===== src/rtl/mpsoc_uart_rx_drain.sv =====
// UART RX drain engine: per_* bus master that empties the UART RX buffer into a local byte FIFO.
// Optional overflow-drop mode (counter plus clear input) is enabled with `define MPSOC_UART_RX_OVF_DROP_EN.
module mpsoc_uart_rx_drain #(
  parameter int          DEPTH       = 16,
  parameter logic [13:0] RXBUF_ADDR  = 14'h0042,
  parameter logic [13:0] STAT_ADDR   = 14'h0040,
  parameter logic [15:0] RX_IRQ_MASK = 16'h0010
) (
  input  logic                     mclk,
  input  logic                     puc_rst_n,
  output logic                     bus_req,
  input  logic                     bus_gnt,
  output logic [13:0]              per_addr,
  output logic [15:0]              per_din,
  output logic                     per_en,
  output logic [1:0]               per_we,
  input  logic [15:0]              per_dout,
  input  logic                     irq_uart_rx,
  output logic [7:0]               rx_data,
  output logic                     rx_valid,
  input  logic                     rx_ready,
`ifdef MPSOC_UART_RX_OVF_DROP_EN
  output logic [7:0]               ovf_cnt,
  input  logic                     ovf_clr,
`endif
  output logic [$clog2(DEPTH):0]   rx_level
);

  localparam int AW = $clog2(DEPTH);

  typedef enum logic [2:0] {IDLE, REQ, RD, CLR, GAP} state_t;

  state_t      state;
  logic [7:0]  rx_byte;
  logic [AW:0] wr_ptr, rd_ptr;
  logic [7:0]  mem [DEPTH];
  logic        full, empty, push_req, push_en, pop_en, accept_ok;
  logic        unused_dout;

  // Only the low byte of the RX buffer register carries data.
  assign unused_dout = ^per_dout[15:8];

  assign full     = (wr_ptr[AW] != rd_ptr[AW]) && (wr_ptr[AW-1:0] == rd_ptr[AW-1:0]);
  assign empty    = (wr_ptr == rd_ptr);
  assign push_req = (state == CLR);
  assign push_en  = push_req && !full;
  assign pop_en   = rx_ready && !empty;

  assign rx_valid = !empty;
  assign rx_level = wr_ptr - rd_ptr;
  assign rx_data  = empty ? 8'h00 : mem[rd_ptr[AW-1:0]];

`ifdef MPSOC_UART_RX_OVF_DROP_EN
  assign accept_ok = 1'b1;

  always_ff @(posedge mclk) begin
    if (!puc_rst_n)                           ovf_cnt <= 8'h00;
    else if (ovf_clr)                         ovf_cnt <= 8'h00;
    else if (push_req && full && ovf_cnt != 8'hFF) ovf_cnt <= ovf_cnt + 8'h01;
  end
`else
  assign accept_ok = !full;
`endif

  always_ff @(posedge mclk) begin
    if (!puc_rst_n) begin
      state    <= IDLE;
      bus_req  <= 1'b0;
      per_en   <= 1'b0;
      per_we   <= 2'b00;
      per_addr <= 14'h0000;
      per_din  <= 16'h0000;
      rx_byte  <= 8'h00;
    end else begin
      // NOTE: strobe fields default to 0 every cycle so they are only non-zero during an access.
      per_en   <= 1'b0;
      per_we   <= 2'b00;
      per_addr <= 14'h0000;
      per_din  <= 16'h0000;
      unique case (state)
        IDLE: if (irq_uart_rx && accept_ok) begin
          state   <= REQ;
          bus_req <= 1'b1;
        end
        REQ: if (bus_gnt) begin
          state    <= RD;
          per_en   <= 1'b1;
          per_addr <= RXBUF_ADDR;
        end
        RD: begin
          rx_byte  <= per_dout[7:0];
          state    <= CLR;
          per_en   <= 1'b1;
          per_we   <= 2'b11;
          per_addr <= STAT_ADDR;
          per_din  <= RX_IRQ_MASK;
        end
        CLR: begin
          state   <= GAP;
          bus_req <= 1'b0;
        end
        GAP:     state <= IDLE;
        default: state <= IDLE;
      endcase
    end
  end

  always_ff @(posedge mclk) begin
    if (!puc_rst_n) begin
      wr_ptr <= '0;
      rd_ptr <= '0;
    end else begin
      if (push_en) wr_ptr <= wr_ptr + 1'b1;
      if (pop_en)  rd_ptr <= rd_ptr + 1'b1;
    end
  end

  // NOTE: storage has no reset; rx_data is forced to 0 while empty, so stale entries never show.
  always_ff @(posedge mclk) begin
    if (push_en) mem[wr_ptr[AW-1:0]] <= rx_byte;
  end

endmodule


===== config.mk =====
export PLATFORM = sky130hd
export DESIGN_NAME = mpsoc_uart_rx_drain
export DESIGN_NICKNAME = d
export VERILOG_FILES = /design/src/rtl/mpsoc_uart_rx_drain.sv
export SDC_FILE = /design/constraint.sdc
export NUM_CORES = 1
export LEC_CHECK = 0
export BUFFER_PORTS_ARGS = -buffer_cell sky130_fd_sc_hd__buf_2
export CORE_ASPECT_RATIO = 1.1
export CORE_UTILIZATION = 30
export DETAILED_ROUTE_END_ITERATION = 16
export PLACE_DENSITY = 0.57
export SKIP_CTS_REPAIR_TIMING = 1
export SYNTH_ARGS = -nofsm -noshare
export SYNTH_HDL_FRONTEND = slang
export SYNTH_SLANG_ARGS = --single-unit

===== constraint.sdc =====
create_clock -name mclk -period 6.1 [get_ports mclk]
set_clock_uncertainty 0.05 [all_clocks]
set_input_delay 0.915 -clock mclk [delete_from_list [all_inputs] [get_ports mclk]]
set_output_delay 0.915 -clock mclk [all_outputs]
set_load 0.02 [all_outputs]

[Yosys cells after proc, flatten, opt, wreduce, memory -nomap -nowiden]
Memories as Yosys holds them, arrays and structs flattened. A register that Yosys moved wholly into a read port is not among the register bits.
Cells that the tools add are included.
Storage, ports and cells
  register bits after elaboration: 55
  RAM bits: 128
  bits of input ports: 21
  word-level logic and storage cells: 47
  memories kept: 1
Memories
  mem: words 16, bits a word 8, read ports 1, clocked after memory_dff 1, wr ports 1, RTL line 36  | logic [7:0] mem [DEPTH];
Cells by class
  add/subtract/negate cells: 3
  eq/ne operators: 8
  mux-type cells: 16
  reduce and logical (&&, ||, !) cells: 10
Operator list (count)
  one-hot mux 7 bit (2 select lines): 1
  one-hot mux 3 bit (4 select lines): 1
  adder 5 x 1 -> 5 bit, second input constant: 2
  two-way mux 4 bit: 2
  two-way mux 8 bit: 1
  two-way mux 7 bit: 1
  == test 3 x 2 -> 1 bit, second input constant: 2
  two-way mux 3 bit: 2
  == test 5 bit: 1
  two-way mux 5 bit: 1
  subtractor 5 bit: 1
  == test 4 bit: 1
  logical AND 1 bit: 4
  two-way mux 1 bit: 4
  != test 2 bit, second input constant: 2
  one-hot mux 1 bit (2 select lines): 2
  AND reduction 2 bit: 2
  == test 3 x 1 -> 1 bit, second input constant: 1
  logical NOT 3 bit: 1
  logical NOT 1 bit: 2
  two-way mux 2 bit: 1
  nonzero test 2 bit: 1
  != test 1 bit: 1

[Depth between registers and ports, before layout]
  depth after elaboration: 6
  gate-level depth with buffers: 7
  depth with buffers taken out: 7

[Worst setup path before layout]
No wires, ideal clock.
  path kind: reg-to-output
  from: register wr_ptr[0]
  to: output rx_level[4]
  data arrival time: 1.665 ns
  setup slack: 3.470 ns
  cell stages (with the launch flop): 8
  buffers on the path: 0
  cells stage by stage: dfxtp_1 > inv_1 > ha_1 > fa_1 > inv_1 > a21o_1 > a21oi_1 > xnor2_1
On the way
  cells in the longest elaborated chain, start to end: 1
Ends and longest elaborated chain
  start, declared: RTL line 35  | logic [AW:0] wr_ptr, rd_ptr;
  start signal, assigned: RTL line 113  | if (push_en) wr_ptr <= wr_ptr + 1'b1;
  subtractor 5 bit: RTL line 50  | assign rx_level = wr_ptr - rd_ptr;
  end, declared: RTL line 26  | output logic [$clog2(DEPTH):0] rx_level
No other way between the ends.

==> impl_metrics.env <==
export IMPL_antenna_found_initial=0
export IMPL_die_h_um=157.4
export IMPL_synth_top_area_share_pct=58.33
export IMPL_crit_top_cell="a211oi_1"
export IMPL_hold_ws_ns=0.5068
export IMPL_synth_area_leaders="edfxtp_1, mux4_2, dfxtp_1"
export IMPL_netSwitchingFraction_pct=21.55
export IMPL_cts_sinks=157
export IMPL_required_ns=5.13
export IMPL_grt_pass1_wl_mm=19.54
export IMPL_start_util_pct=30.74
export IMPL_p_per_area_nw_per_um2=311.4
export IMPL_worstPathArrival_ns=2.77
export IMPL_drive_gt1_share_pct=24.38
export IMPL_ys_seq_area_share_pct=67.13
export IMPL_vias_per_cell=4.482
export IMPL_relSlewSlack_pct=43.44
export IMPL_grt_pass1_vias=3449
export IMPL_p_switching_mw=0.5068
export IMPL_cts_clk_slew_worst_paths_ns=0.06
export IMPL_hp_start="wr_ptr[0]$_SDFFE_PN0P_"
export IMPL_critPathMaxStageDelay_ns=0.57
export IMPL_clk_latency_ns=0.41
export IMPL_antenna_left=0
export IMPL_htree_levels=4
export IMPL_worstReg2RegStart="wr_ptr[3]$_SDFFE_PN0P_"
export IMPL_period_needed_ns=3.738
export IMPL_min_to="wr_ptr[3]$_SDFFE_PN0P_"
export IMPL_nets=465
export IMPL_crit_chain="buf_4, mux4_2, nor2b_1, a211oi_1, a211oi_1, buf_2"
export IMPL_internal_power_mw=1.845
export IMPL_grt_util_all_layers_pct=12.15
export IMPL_seqPwrFrac_pct=50.0
export IMPL_grt_overflow_total=0
export IMPL_place_hpwl_mm=8.333
export IMPL_area_growth_pct=14.62
export IMPL_dr_pass1_iters=4
export IMPL_tns_ns=0
export IMPL_hold_depth=2
export IMPL_io_pins=69
export IMPL_root_buffer="clkbuf_16"
export IMPL_status="finished clean"
export IMPL_start_kind="flip-flop"
export IMPL_synthTopCellsByCount="edfxtp_1, buf_4, mux4_2"
export IMPL_synth_edff_count=128
export IMPL_hold_path_class="flip-flop to flip-flop"
export IMPL_cts_tree="done"
export IMPL_netlist_instances=395
export IMPL_num_vias=3303
export IMPL_report_final_slew_viol_count=0
export IMPL_synth_distinct_cells=41
export IMPL_synth_most_common_cell="edfxtp_1"
export IMPL_ys_warn_count=0
export IMPL_path_delay_family="buffers and inverters"
export IMPL_die_width_um=143.3
export IMPL_comb_power_share_pct=4.0
export IMPL_fmax_mhz=267.5
export IMPL_initialDrtViolationCount=184
export IMPL_reg2reg_depth=5
export IMPL_hold_viol=0
export IMPL_routabilityCongestion=0.7947
export IMPL_avgSynthCellArea_um2=16.68
export IMPL_drc=0
export IMPL_p_clk_share_pct=46.0
export IMPL_power_leakage_nw=2.527
export IMPL_async_flop_share_pct=0
export IMPL_rsz0062_at_grt="no"
export IMPL_numCtsBuffers=17
export IMPL_reg2reg_slack_ns=2.98
export IMPL_port_buffers=33
export IMPL_wire_per_inst_um=17.34
export IMPL_die_area_um2=22560
export IMPL_cp_slowest_cell="mux4_2"
export IMPL_critPathMaxFanout=21
export IMPL_rows=56
export IMPL_cts_path_max_buffers=2
export IMPL_vdd_drop_max_mv=0.1391
export IMPL_maxCapViolations=0
export IMPL_fin_crit_sh_pct=61.28
export IMPL_netlist_area_um2=6590
export IMPL_ys_flop_type="edfxtp_1"
export IMPL_grt_max_degree=33
export IMPL_setup_viol=0
export IMPL_synth_seq_cells=157
export IMPL_core_area_um2=21440
export IMPL_path_buf_inv=2
export IMPL_wl_mm=12.78
export IMPL_synth_largest_area_cell="edfxtp_1"
export IMPL_r2r_end="mem[10][4]$_DFFE_PP_"
export IMPL_endpoint_kind="output pin"
export IMPL_critPathKind="flip-flop to output pin"
export IMPL_diodes=0
export IMPL_tightest_slew_ns=0.8452
## placed cells by master, fill, tap and decap left out, types with 3 or more instances in the layout
master / Yosys / layout
nand4_1: 3 / 3
dfxtp_1: 29 / 28
conb_1: 1 / 27
clkbuf_16: 0 / 17
nor3_1: 6 / 6
nor2b_1: 21 / 21
and2_1: 10 / 10
inv_1: 12 / 12
buf_2: 5 / 33
mux4_2: 32 / 32
mux2i_1: 19 / 19
nand2b_1: 3 / 3
inv_6: 0 / 4
clkinv_4: 0 / 3
nor2_1: 13 / 13
nand2_1: 7 / 7
xnor2_1: 8 / 8
a211oi_1: 17 / 17
buf_4: 34 / 9
bufinv_16: 0 / 3
ha_1: 9 / 9
edfxtp_1: 128 / 128
a21oi_1: 5 / 5
## cell type report
cell class              instances  area, µm²
inverters                      12      45.04
fillers                      2054      13890
well taps                     290      362.8
flip-flops and latches        157       4425
clock inverters                15      185.2
multi-input cells             204       1877
repair buffers                 42      232.7
clock buffers                  17      425.4
## cell families (layout without fill, tap and decap cells)
logic type                 count (synthesis)  count (layout)  share of synthesized area [%]
and+or+nand+nor                           72              72                          6.019
other                                      1              27                        0.05690
DFF                                      157             157                          67.14
muxes                                     51              51                          13.82
adders and majority gates                 10              10                          2.013
AOI/OAI and AO/OA                         33              33                          3.512
buffers and inverters                     60              86                          5.867
xor gates and xnor gates                  11              11                          1.576
## tightest hold or removal path, delay by kind of cell (launching register included)
family	cells	cell delay, ns
flip-flops	1	0.34
AND/OR/NAND/NOR	1	0.10
multiplexers	1	0.07
## per-layer routing
metal | global-route usage, % | wire [µm] | vias up
met1 | 15.81 | 5864 | 1666
met2 | 19.77 | 6148 | 101
met4 | 3.850 | 128 | 0
li1 | - | - | 1524
met5 | 0 | 0 | -
met3 | 3.134 | 638 | 12
## sequential cells by signal, summed over array words and instances, names as in the netlist, named ones only
| signal | count |
|---|---|
| per_addr | 2 |
| mem | 128 |
| rd_ptr | 5 |
| per_we | 1 |
| wr_ptr | 5 |
| state | 3 |
| bus_req | 1 |
| rx_byte | 8 |
## power by group through the flow
stage          Sequential, mW  Combinational, mW  Clock (mW)
6_report                 1.18             0.0943        1.08
5_1_grt                  1.18              0.103        1.14
4_1_cts                  1.18             0.0951        1.10
3_5_place_dp             1.20             0.0949           0
3_3_place_gp             1.20             0.0934           0
2_1_floorplan            1.19             0.0820           0
## metrics by stage
| stage | power [mW] | setup slack (ns) | cells | utilization (%) | instance area, µm² |
|---|---|---|---|---|---|
| 2_1_floorplan | 1.277 | 3.470 | 421 | - | 6688 |
| 3_3_place_gp | 1.292 | 2.684 | 705 | 32.38 | 6943 |
| 3_5_place_dp | 1.295 | 2.669 | 705 | 32.38 | 6943 |
| 4_1_cts | 2.373 | 2.215 | 737 | 35.23 | 7553 |
| 5_1_grt | 2.424 | 2.102 | 737 | 35.23 | 7553 |
| 6_report | 2.352 | 2.362 | 737 | 35.23 | 7553 |
## worst max path at each step
stage	startpoint	end	slack, ns	cells past startpoint
floorplan	wr_ptr[0]$_SDFFE_PN0P_	rx_level[4]	3.47	7
finish	flip-flop	rx_data[3]	2.36	6
CTS	flip-flop	rx_data[0]	2.22	6
detailed placement	flip-flop	rx_data[0]	2.67	6
global placement	flip-flop	rx_data[0]	2.68	6
global route	flip-flop	rx_data[0]	2.10	6
Note: power is estimated with default switching activity, not from simulation.
